**src/rtl/data_memory_ctrl_if.sv**
```systemverilog
// rtl/data_memory_ctrl_if.sv - request/response bus of the MEM-stage data RAM
interface data_memory_ctrl_if #(
  parameter int DATA_W = 32,
  parameter int ADDR_W = 32
);
  logic              req_i;
  logic              we_i;
  logic [1:0]        size_i;
  logic              unsigned_i;
  logic [ADDR_W-1:0] addr_i;
  logic [DATA_W-1:0] wdata_i;
  logic              ready_o;
  logic              rvalid_o;
  logic [DATA_W-1:0] rdata_o;
  logic              fault_o;

  modport master (
    output req_i, we_i, size_i, unsigned_i, addr_i, wdata_i,
    input  ready_o, rvalid_o, rdata_o, fault_o
  );

  modport slave (
    input  req_i, we_i, size_i, unsigned_i, addr_i, wdata_i,
    output ready_o, rvalid_o, rdata_o, fault_o
  );
endinterface

```
**src/rtl/data_memory_ctrl.sv**
```systemverilog
// rtl/data_memory_ctrl.sv - byte-lane data RAM with clear-on-reset and pipelined loads
module data_memory_ctrl #(
  parameter int DATA_W   = 32,
  parameter int DEPTH    = 64,
  parameter int ADDR_W   = 32,
  parameter int READ_LAT = 1
) (
  input logic                clk_i,
  input logic                rst_i,
  data_memory_ctrl_if.slave  bus
);
  localparam int IDX_W = $clog2(DEPTH);

  typedef enum logic {ST_INIT, ST_RUN} state_t;

  state_t            state_q, state_d;
  logic [IDX_W-1:0]  ptr_q, ptr_d;
  logic              init_we;
  logic              ready;
  logic [DATA_W-1:0] mem [DEPTH];

  // State register: every reset restarts the clear sweep at word 0
  always_ff @(posedge clk_i) begin
    if (rst_i) begin
      state_q <= ST_INIT;
      ptr_q   <= '0;
    end else begin
      state_q <= state_d;
      ptr_q   <= ptr_d;
    end
  end

  // Next state: sweep one word per cycle, then serve requests every cycle
  always_comb begin
    state_d = state_q;
    ptr_d   = ptr_q;
    init_we = 1'b0;
    ready   = 1'b0;
    case (state_q)
      ST_INIT: begin
        init_we = 1'b1;
        ptr_d   = ptr_q + 1'b1;
        if (ptr_q == IDX_W'(DEPTH - 1)) state_d = ST_RUN;
      end
      ST_RUN:  ready = 1'b1;
      default: state_d = ST_INIT;
    endcase
  end

  assign bus.ready_o = ready;

  logic             accept;
  logic [IDX_W-1:0] idx;
  logic [1:0]       lane;
  logic             req_fault;
  logic [3:0]       byte_en;
  logic [DATA_W-1:0] wdata_rep;

  assign accept = bus.req_i & ready;
  assign idx    = bus.addr_i[2 +: IDX_W];
  assign lane   = bus.addr_i[1:0];

  // Request decode: fault conditions, lane enables and lane-replicated store data
  always_comb begin
    req_fault = (bus.size_i == 2'b11)
              | ((bus.size_i == 2'b01) & bus.addr_i[0])
              | ((bus.size_i == 2'b10) & (bus.addr_i[1:0] != 2'b00))
              | (|bus.addr_i[ADDR_W-1:IDX_W+2]);
    byte_en   = 4'b0000;
    wdata_rep = bus.wdata_i;
    case (bus.size_i)
      2'b00: begin
        byte_en   = 4'b0001 << lane;
        wdata_rep = {4{bus.wdata_i[7:0]}};
      end
      2'b01: begin
        byte_en   = lane[1] ? 4'b1100 : 4'b0011;
        wdata_rep = {2{bus.wdata_i[15:0]}};
      end
      2'b10:   byte_en = 4'b1111;
      default: byte_en = 4'b0000;
    endcase
  end

  // RAM writes: clear sweep during INIT, enabled lanes on a clean accepted store
  always_ff @(posedge clk_i) begin
    if (!rst_i) begin
      if (init_we) begin
        mem[ptr_q] <= '0;
      end else if (accept && bus.we_i && !req_fault) begin
        for (int l = 0; l < 4; l++) begin
          if (byte_en[l]) mem[idx][8*l +: 8] <= wdata_rep[8*l +: 8];
        end
      end
    end
  end

  logic              s0_load, s0_fault, s0_uns;
  logic [1:0]        s0_size, s0_lane;
  logic [DATA_W-1:0] s0_word;
  logic [DATA_W-1:0] ext_data;

  // Stage 1: capture the addressed word and request shape at the accept edge
  always_ff @(posedge clk_i) begin
    if (rst_i) begin
      s0_load  <= 1'b0;
      s0_fault <= 1'b0;
    end else begin
      s0_load  <= accept & ~bus.we_i;
      s0_fault <= accept & req_fault;
    end
    if (accept) begin
      s0_word <= mem[idx];
      s0_size <= bus.size_i;
      s0_lane <= lane;
      s0_uns  <= bus.unsigned_i;
    end
  end

  logic [7:0]  sel_b;
  logic [15:0] sel_h;

  // Lane select and sign/zero extension; zero unless a clean load is present
  always_comb begin
    sel_b    = s0_word[{s0_lane, 3'b000} +: 8];
    sel_h    = s0_lane[1] ? s0_word[31:16] : s0_word[15:0];
    ext_data = '0;
    case (s0_size)
      2'b00:   ext_data = s0_uns ? {{(DATA_W-8){1'b0}}, sel_b}
                                 : {{(DATA_W-8){sel_b[7]}}, sel_b};
      2'b01:   ext_data = s0_uns ? {{(DATA_W-16){1'b0}}, sel_h}
                                 : {{(DATA_W-16){sel_h[15]}}, sel_h};
      default: ext_data = s0_word;
    endcase
    if (!s0_load || s0_fault) ext_data = '0;
  end

  generate
    if (READ_LAT == 1) begin : g_direct
      assign bus.rvalid_o = s0_load;
      assign bus.fault_o  = s0_fault;
      assign bus.rdata_o  = ext_data;
    end else begin : g_pipe
      logic              dl_v [READ_LAT-1];
      logic              dl_f [READ_LAT-1];
      logic [DATA_W-1:0] dl_d [READ_LAT-1];

      // Delay line padding the response out to the configured latency
      always_ff @(posedge clk_i) begin
        if (rst_i) begin
          for (int k = 0; k < READ_LAT - 1; k++) begin
            dl_v[k] <= 1'b0;
            dl_f[k] <= 1'b0;
            dl_d[k] <= '0;
          end
        end else begin
          dl_v[0] <= s0_load;
          dl_f[0] <= s0_fault;
          dl_d[0] <= ext_data;
          for (int k = 1; k < READ_LAT - 1; k++) begin
            dl_v[k] <= dl_v[k-1];
            dl_f[k] <= dl_f[k-1];
            dl_d[k] <= dl_d[k-1];
          end
        end
      end

      assign bus.rvalid_o = dl_v[READ_LAT-2];
      assign bus.fault_o  = dl_f[READ_LAT-2];
      assign bus.rdata_o  = dl_d[READ_LAT-2];
    end
  endgenerate
endmodule
```
**src/flat_wrapper.sv**
```systemverilog
// flat-port wrapper written by rule: the top's interface ports become plain ports
module data_memory_ctrl_flat 
#(
  parameter int DATA_W   = 32,
  parameter int DEPTH    = 64,
  parameter int ADDR_W   = 32,
  parameter int READ_LAT = 1
)
  (clk_i, rst_i, bus_req_i, bus_we_i, bus_size_i, bus_unsigned_i, bus_addr_i, bus_wdata_i, bus_ready_o, bus_rvalid_o, bus_rdata_o, bus_fault_o);
  data_memory_ctrl_if #(.DATA_W(DATA_W), .ADDR_W(ADDR_W)) bus_i ();
  input logic clk_i;
  input logic rst_i;
  input wire logic [$bits(bus_i.req_i)-1:0] bus_req_i;
  input wire logic [$bits(bus_i.we_i)-1:0] bus_we_i;
  input wire logic [$bits(bus_i.size_i)-1:0] bus_size_i;
  input wire logic [$bits(bus_i.unsigned_i)-1:0] bus_unsigned_i;
  input wire logic [$bits(bus_i.addr_i)-1:0] bus_addr_i;
  input wire logic [$bits(bus_i.wdata_i)-1:0] bus_wdata_i;
  output wire logic [$bits(bus_i.ready_o)-1:0] bus_ready_o;
  output wire logic [$bits(bus_i.rvalid_o)-1:0] bus_rvalid_o;
  output wire logic [$bits(bus_i.rdata_o)-1:0] bus_rdata_o;
  output wire logic [$bits(bus_i.fault_o)-1:0] bus_fault_o;
  assign bus_i.req_i = bus_req_i;
  assign bus_i.we_i = bus_we_i;
  assign bus_i.size_i = bus_size_i;
  assign bus_i.unsigned_i = bus_unsigned_i;
  assign bus_i.addr_i = bus_addr_i;
  assign bus_i.wdata_i = bus_wdata_i;
  assign bus_ready_o = bus_i.ready_o;
  assign bus_rvalid_o = bus_i.rvalid_o;
  assign bus_rdata_o = bus_i.rdata_o;
  assign bus_fault_o = bus_i.fault_o;
  data_memory_ctrl #(.DATA_W(DATA_W), .DEPTH(DEPTH), .ADDR_W(ADDR_W), .READ_LAT(READ_LAT)) u_core (.clk_i(clk_i), .rst_i(rst_i), .bus(bus_i));
endmodule
```
**config.mk**
```make
export PLATFORM = sky130hd
export DESIGN_NAME = data_memory_ctrl_flat
export DESIGN_NICKNAME = d
export VERILOG_FILES = /design/src/rtl/data_memory_ctrl_if.sv /design/src/rtl/data_memory_ctrl.sv /design/src/flat_wrapper.sv
export SDC_FILE = /design/constraint.sdc
export NUM_CORES = 2
export LEC_CHECK = 0
export BUFFER_PORTS_ARGS = -buffer_cell sky130_fd_sc_hd__buf_4
export CELL_PAD_IN_SITES_DETAIL_PLACEMENT = 0
export CELL_PAD_IN_SITES_GLOBAL_PLACEMENT = 2
export CORE_MARGIN = 1
export CORE_UTILIZATION = 50
export DETAILED_ROUTE_END_ITERATION = 16
export PLACE_DENSITY_LB_ADDON = 0.2
export SYNTH_ARGS = -nofsm -noshare
export SYNTH_HDL_FRONTEND = slang
export SYNTH_SLANG_ARGS = --single-unit
export TNS_END_PERCENT = 50
```
**constraint.sdc**
```tcl
create_clock -name clk_i -period 5.65 [get_ports clk_i]
set_input_delay 0.2825 -clock clk_i [delete_from_list [all_inputs] [get_ports clk_i]]
set_output_delay 0.2825 -clock clk_i [all_outputs]
set_load 0.05 [all_outputs]
```
==> flow_metrics.env <==
export IMPL_r2r_end="u_core.mem[50][2]"
export IMPL_wl_per_cell_um=32.62
export IMPL_hold_class="in2reg"
export IMPL_die_y_um=406.3
export IMPL_timing_hold_ws_ns=0.1098
export IMPL_place_congestion=0.8465
export IMPL_clock_skew_ns=0.02489
export IMPL_yosysWarnings=0
export IMPL_min_delay_start="bus_wdata_i[24]"
export IMPL_top_layer="met5"
export IMPL_clk_insertion_delay_late_ns=0.84
export IMPL_ys_ff_latch=2094
export IMPL_synth_area_top_cells="edfxtp_1 (77%), mux4_2 (14%), a22oi_1 (2.4%), a21oi_1 (1.0%), nor3_1 (0.72%)"
export IMPL_critPathLaunchType="flop"
export IMPL_holdPathStages=3
export IMPL_vias=41540
export IMPL_grt_overflow_total=0
export IMPL_hold_path_end="u_core.mem[58][24]"
export IMPL_r2r_setup_slack_ns=1.13
export IMPL_status="completed"
export IMPL_maxClockFrequency_mhz=215.7
export IMPL_critical_path_startpoint="u_core.s0_lane[1]"
export IMPL_rsz0062_at_grt="false"
export IMPL_ff2ff_path_depth=5
export IMPL_cp_top_family="compound AO/OA/AOI/OAI gates"
export IMPL_slowest_delay_ns=0.88
export IMPL_total_leakage_power_nw=27.23
export IMPL_grt_usage_pct=26.25
export IMPL_tns_ns=0
export IMPL_vdd_drop_max_mv=0.3410
export IMPL_yosysTopAreaCellShare_pct=76.59
export IMPL_place_port_buffers=105
export IMPL_crit_top_cell="a21oi_1"
export IMPL_slew_headroom_pct=9.111
export IMPL_final_fill_count=12110
export IMPL_worstPathArrival_ns=4.35
export IMPL_endpoint_kind="primary output"
export IMPL_synth_edf_count=2085
export IMPL_die_w_um=406.3
export IMPL_cts_path_max_buffers=3
export IMPL_clock_sinks=2094
export IMPL_async_flop_share_pct=0
export IMPL_antenna_found_initial=14
export IMPL_yosysTopAreaCell="edfxtp_1"
export IMPL_fin_cells=6581
export IMPL_path_buf_inv=1
export IMPL_period_minus_slack_ns=4.635
export IMPL_power_density_nw_per_um2=332.9
export IMPL_multi_input_area_um2=18450
export IMPL_wl_met3_mm=16.10
export IMPL_syn_to_final_growth_pct=14.41
export IMPL_cap_viol_max_count=0
export IMPL_avgViaCountPerCell=6.313
export IMPL_wl_met1_mm=89.56
export IMPL_crit_required_ns=5.37
export IMPL_finalCritPeriodShare_pct=82.04
export IMPL_synth_distinct_cells=52
export IMPL_postRouteAntennaNets=0
export IMPL_crit_type="reg2out"
export IMPL_drive_gt1_share_pct=29.53
export IMPL_ios=106
export IMPL_dpl_cell_count=6188
export IMPL_regArea_um2=62790
export IMPL_setup_viol=0
export IMPL_grt_pass1_vias=41230
export IMPL_die_area_um2=165100
export IMPL_cp_slowest_cell="edfxtp_1"
export IMPL_wl_met2_mm=102.5
export IMPL_grt_pass1_wl_mm=303.7
export IMPL_coreArea_um2=162600
export IMPL_synth_area_per_cell_um2=20.87
export IMPL_syn_nets=3988
export IMPL_clkTransAtPathRegs_ns=0.06
export IMPL_path_cells="mux4_2 > a21oi_1 > a21oi_1 > o21ai_2 > a21oi_1 > buf_4"
export IMPL_synth_top_flop_cell="edfxtp_1"
export IMPL_ys_seq_area_share_pct=76.81
export IMPL_drv_slew=0
export IMPL_tritoncts="yes"
export IMPL_first_pass_iters=5
export IMPL_root_buffer="clkbuf_16"
export IMPL_nNetsFinal=4302
export IMPL_h_tree_depth=4
export IMPL_synthCells=3916
export IMPL_finalHoldViolations=0
export IMPL_tightest_slew_ns=1.353
export IMPL_dp_hpwl_mm=133.2
export IMPL_drc=0
export IMPL_r2r_start="u_core.state_q"
export IMPL_syn_area_um2=81740
export IMPL_drt_iter0_drc=4473
export IMPL_routed_wl_mm=214.7
export IMPL_grt_max_degree=103
export IMPL_cts_buffers=207
export IMPL_rows=148
export IMPL_worst_path_max_fanout=25
export IMPL_start_util_pct=50.28
## cell usage in the layout, fill, tap and decap left out, types with 8 or more instances in the layout
| cell type | instances |
|---|---|
| a21oi_1 | 162 |
| a21oi_4 | 8 |
| a22oi_1 | 256 |
| a31oi_1 | 12 |
| and2_2 | 10 |
| and3_1 | 9 |
| buf_12 | 11 |
| buf_4 | 361 |
| bufinv_16 | 10 |
| clkbuf_1 | 59 |
| clkbuf_16 | 209 |
| clkinv_1 | 50 |
| clkinv_2 | 30 |
| dfxtp_1 | 9 |
| dlygate4sd3_1 | 8 |
| edfxtp_1 | 2085 |
| inv_1 | 30 |
| mux2i_1 | 18 |
| mux4_2 | 513 |
| nand2_1 | 37 |
| nand3_1 | 12 |
| nor2_1 | 91 |
| nor2_4 | 20 |
| nor2b_1 | 14 |
| nor3_1 | 115 |
| nor4_1 | 38 |
| nor4_2 | 49 |
| o21ai_0 | 15 |
| o21ai_1 | 11 |
| or4_1 | 33 |
## worst min-delay path, stage by stage
cell and delay [ns]:
buf_4 0.12, a21oi_1 0.21, nor2_4 0.13
## report_power, final
part	leakage [nW]	switching, mW	internal (mW)	total [mW]
Sequential	17.3	0.0169	16.9	16.9
Clock	3.12	5.69	7.34	13.0
Combinational	6.85	0.769	0.437	1.21
## cells in the mapped netlist, drive strengths merged (4+ instances only)
library cell and count:
nor3 122, or4 33, nand3 13, and3 9, o41ai 4, edfxtp 2085, mux4 513, nor2 111
a22oi 256, a21oi 170, dfxtp 9, inv 30, o21ai 32, a31oi 13, o22ai 4, o221a 7
mux2i 26, o21a 4, and2 13, clkbuf 153, a221oi 7, nand2 38, nand2b 8, nor4 87
buf 125, nor2b 15
## metal layers
layer | GRT usage, % | vias up
met5 | 0 | -
met4 | 8.502 | 12
met3 | 4.818 | 309
met2 | 40.81 | 1672
met1 | 37.89 | 22250
li1 | - | 17300
## how the worst max path moves through the flow
stage / to / slack (ns) / cells after the start
2_1_floorplan: u_core.mem[0][12] / 1.26 / 8
3_3_place_gp: u_core.mem[6][30] / 0.91 / 7
3_5_place_dp: u_core.mem[7][30] / 0.99 / 7
4_1_cts: bus_rdata_o[16] / 1.10 / 6
5_1_grt: u_core.mem[3][28] / 0.91 / 5
6_report: bus_rdata_o[16] / 1.01 / 6
## state kept, by name (all words and copies together), names as in the netlist
signal	flops
u_core.bus.fault_o	1
u_core.bus.rvalid_o	1
u_core.mem	2048
u_core.ptr_q	6
u_core.s0_lane	2
u_core.s0_size	2
u_core.s0_uns	1
u_core.s0_word	32
u_core.state_q	1
## area by class of cell
type                       count  area share (%)
antenna                        4         0.01070
clock buffer                 275           5.932
clock inverter               106          0.8937
inverter                      30          0.1204
multi-input combinational   1514           19.73
sequential                  2094           67.14
tap                         2175           2.910
timing repair buffer         383           3.263
## cells by family (layout without fill, tap and decap cells)
family / Yosys count / count (layout) / synth area share [%]
other cells: 0 / 4 / 0
compound gates: 508 / 508 / 4.139
buf+inv: 308 / 794 / 1.495
fa+ha+maj: 1 / 1 / 0.01530
mux: 542 / 542 / 14.49
simple gates: 458 / 458 / 2.991
xor+xnor: 5 / 5 / 0.05358
flops: 2094 / 2094 / 76.81
## timing repair
action | in CTS | in global routing
buffers inserted | 0 | 0
endpoints found under the hold margin | 14 | 0
hold buffers | 8 | 0
gates resized for setup | 0 | 0
## per-stage QoR
| stage | worst slack [ns] | power [mW] | utilization, % | instance area (µm²) |
|---|---|---|---|---|
| after detailed placement | 0.9939 | 18.43 | 53.53 | 87040 |
| final | 1.015 | 31.14 | 57.52 | 93520 |
| after floorplan | 1.264 | 17.94 | - | 81740 |
| after CTS | 1.098 | 31.33 | 57.51 | 93500 |
| after global placement | 0.9103 | 18.43 | 53.52 | 87020 |
| after global routing | 0.9091 | 31.93 | 57.52 | 93520 |
No activity file was read; power rests on OpenSTA's default activity.
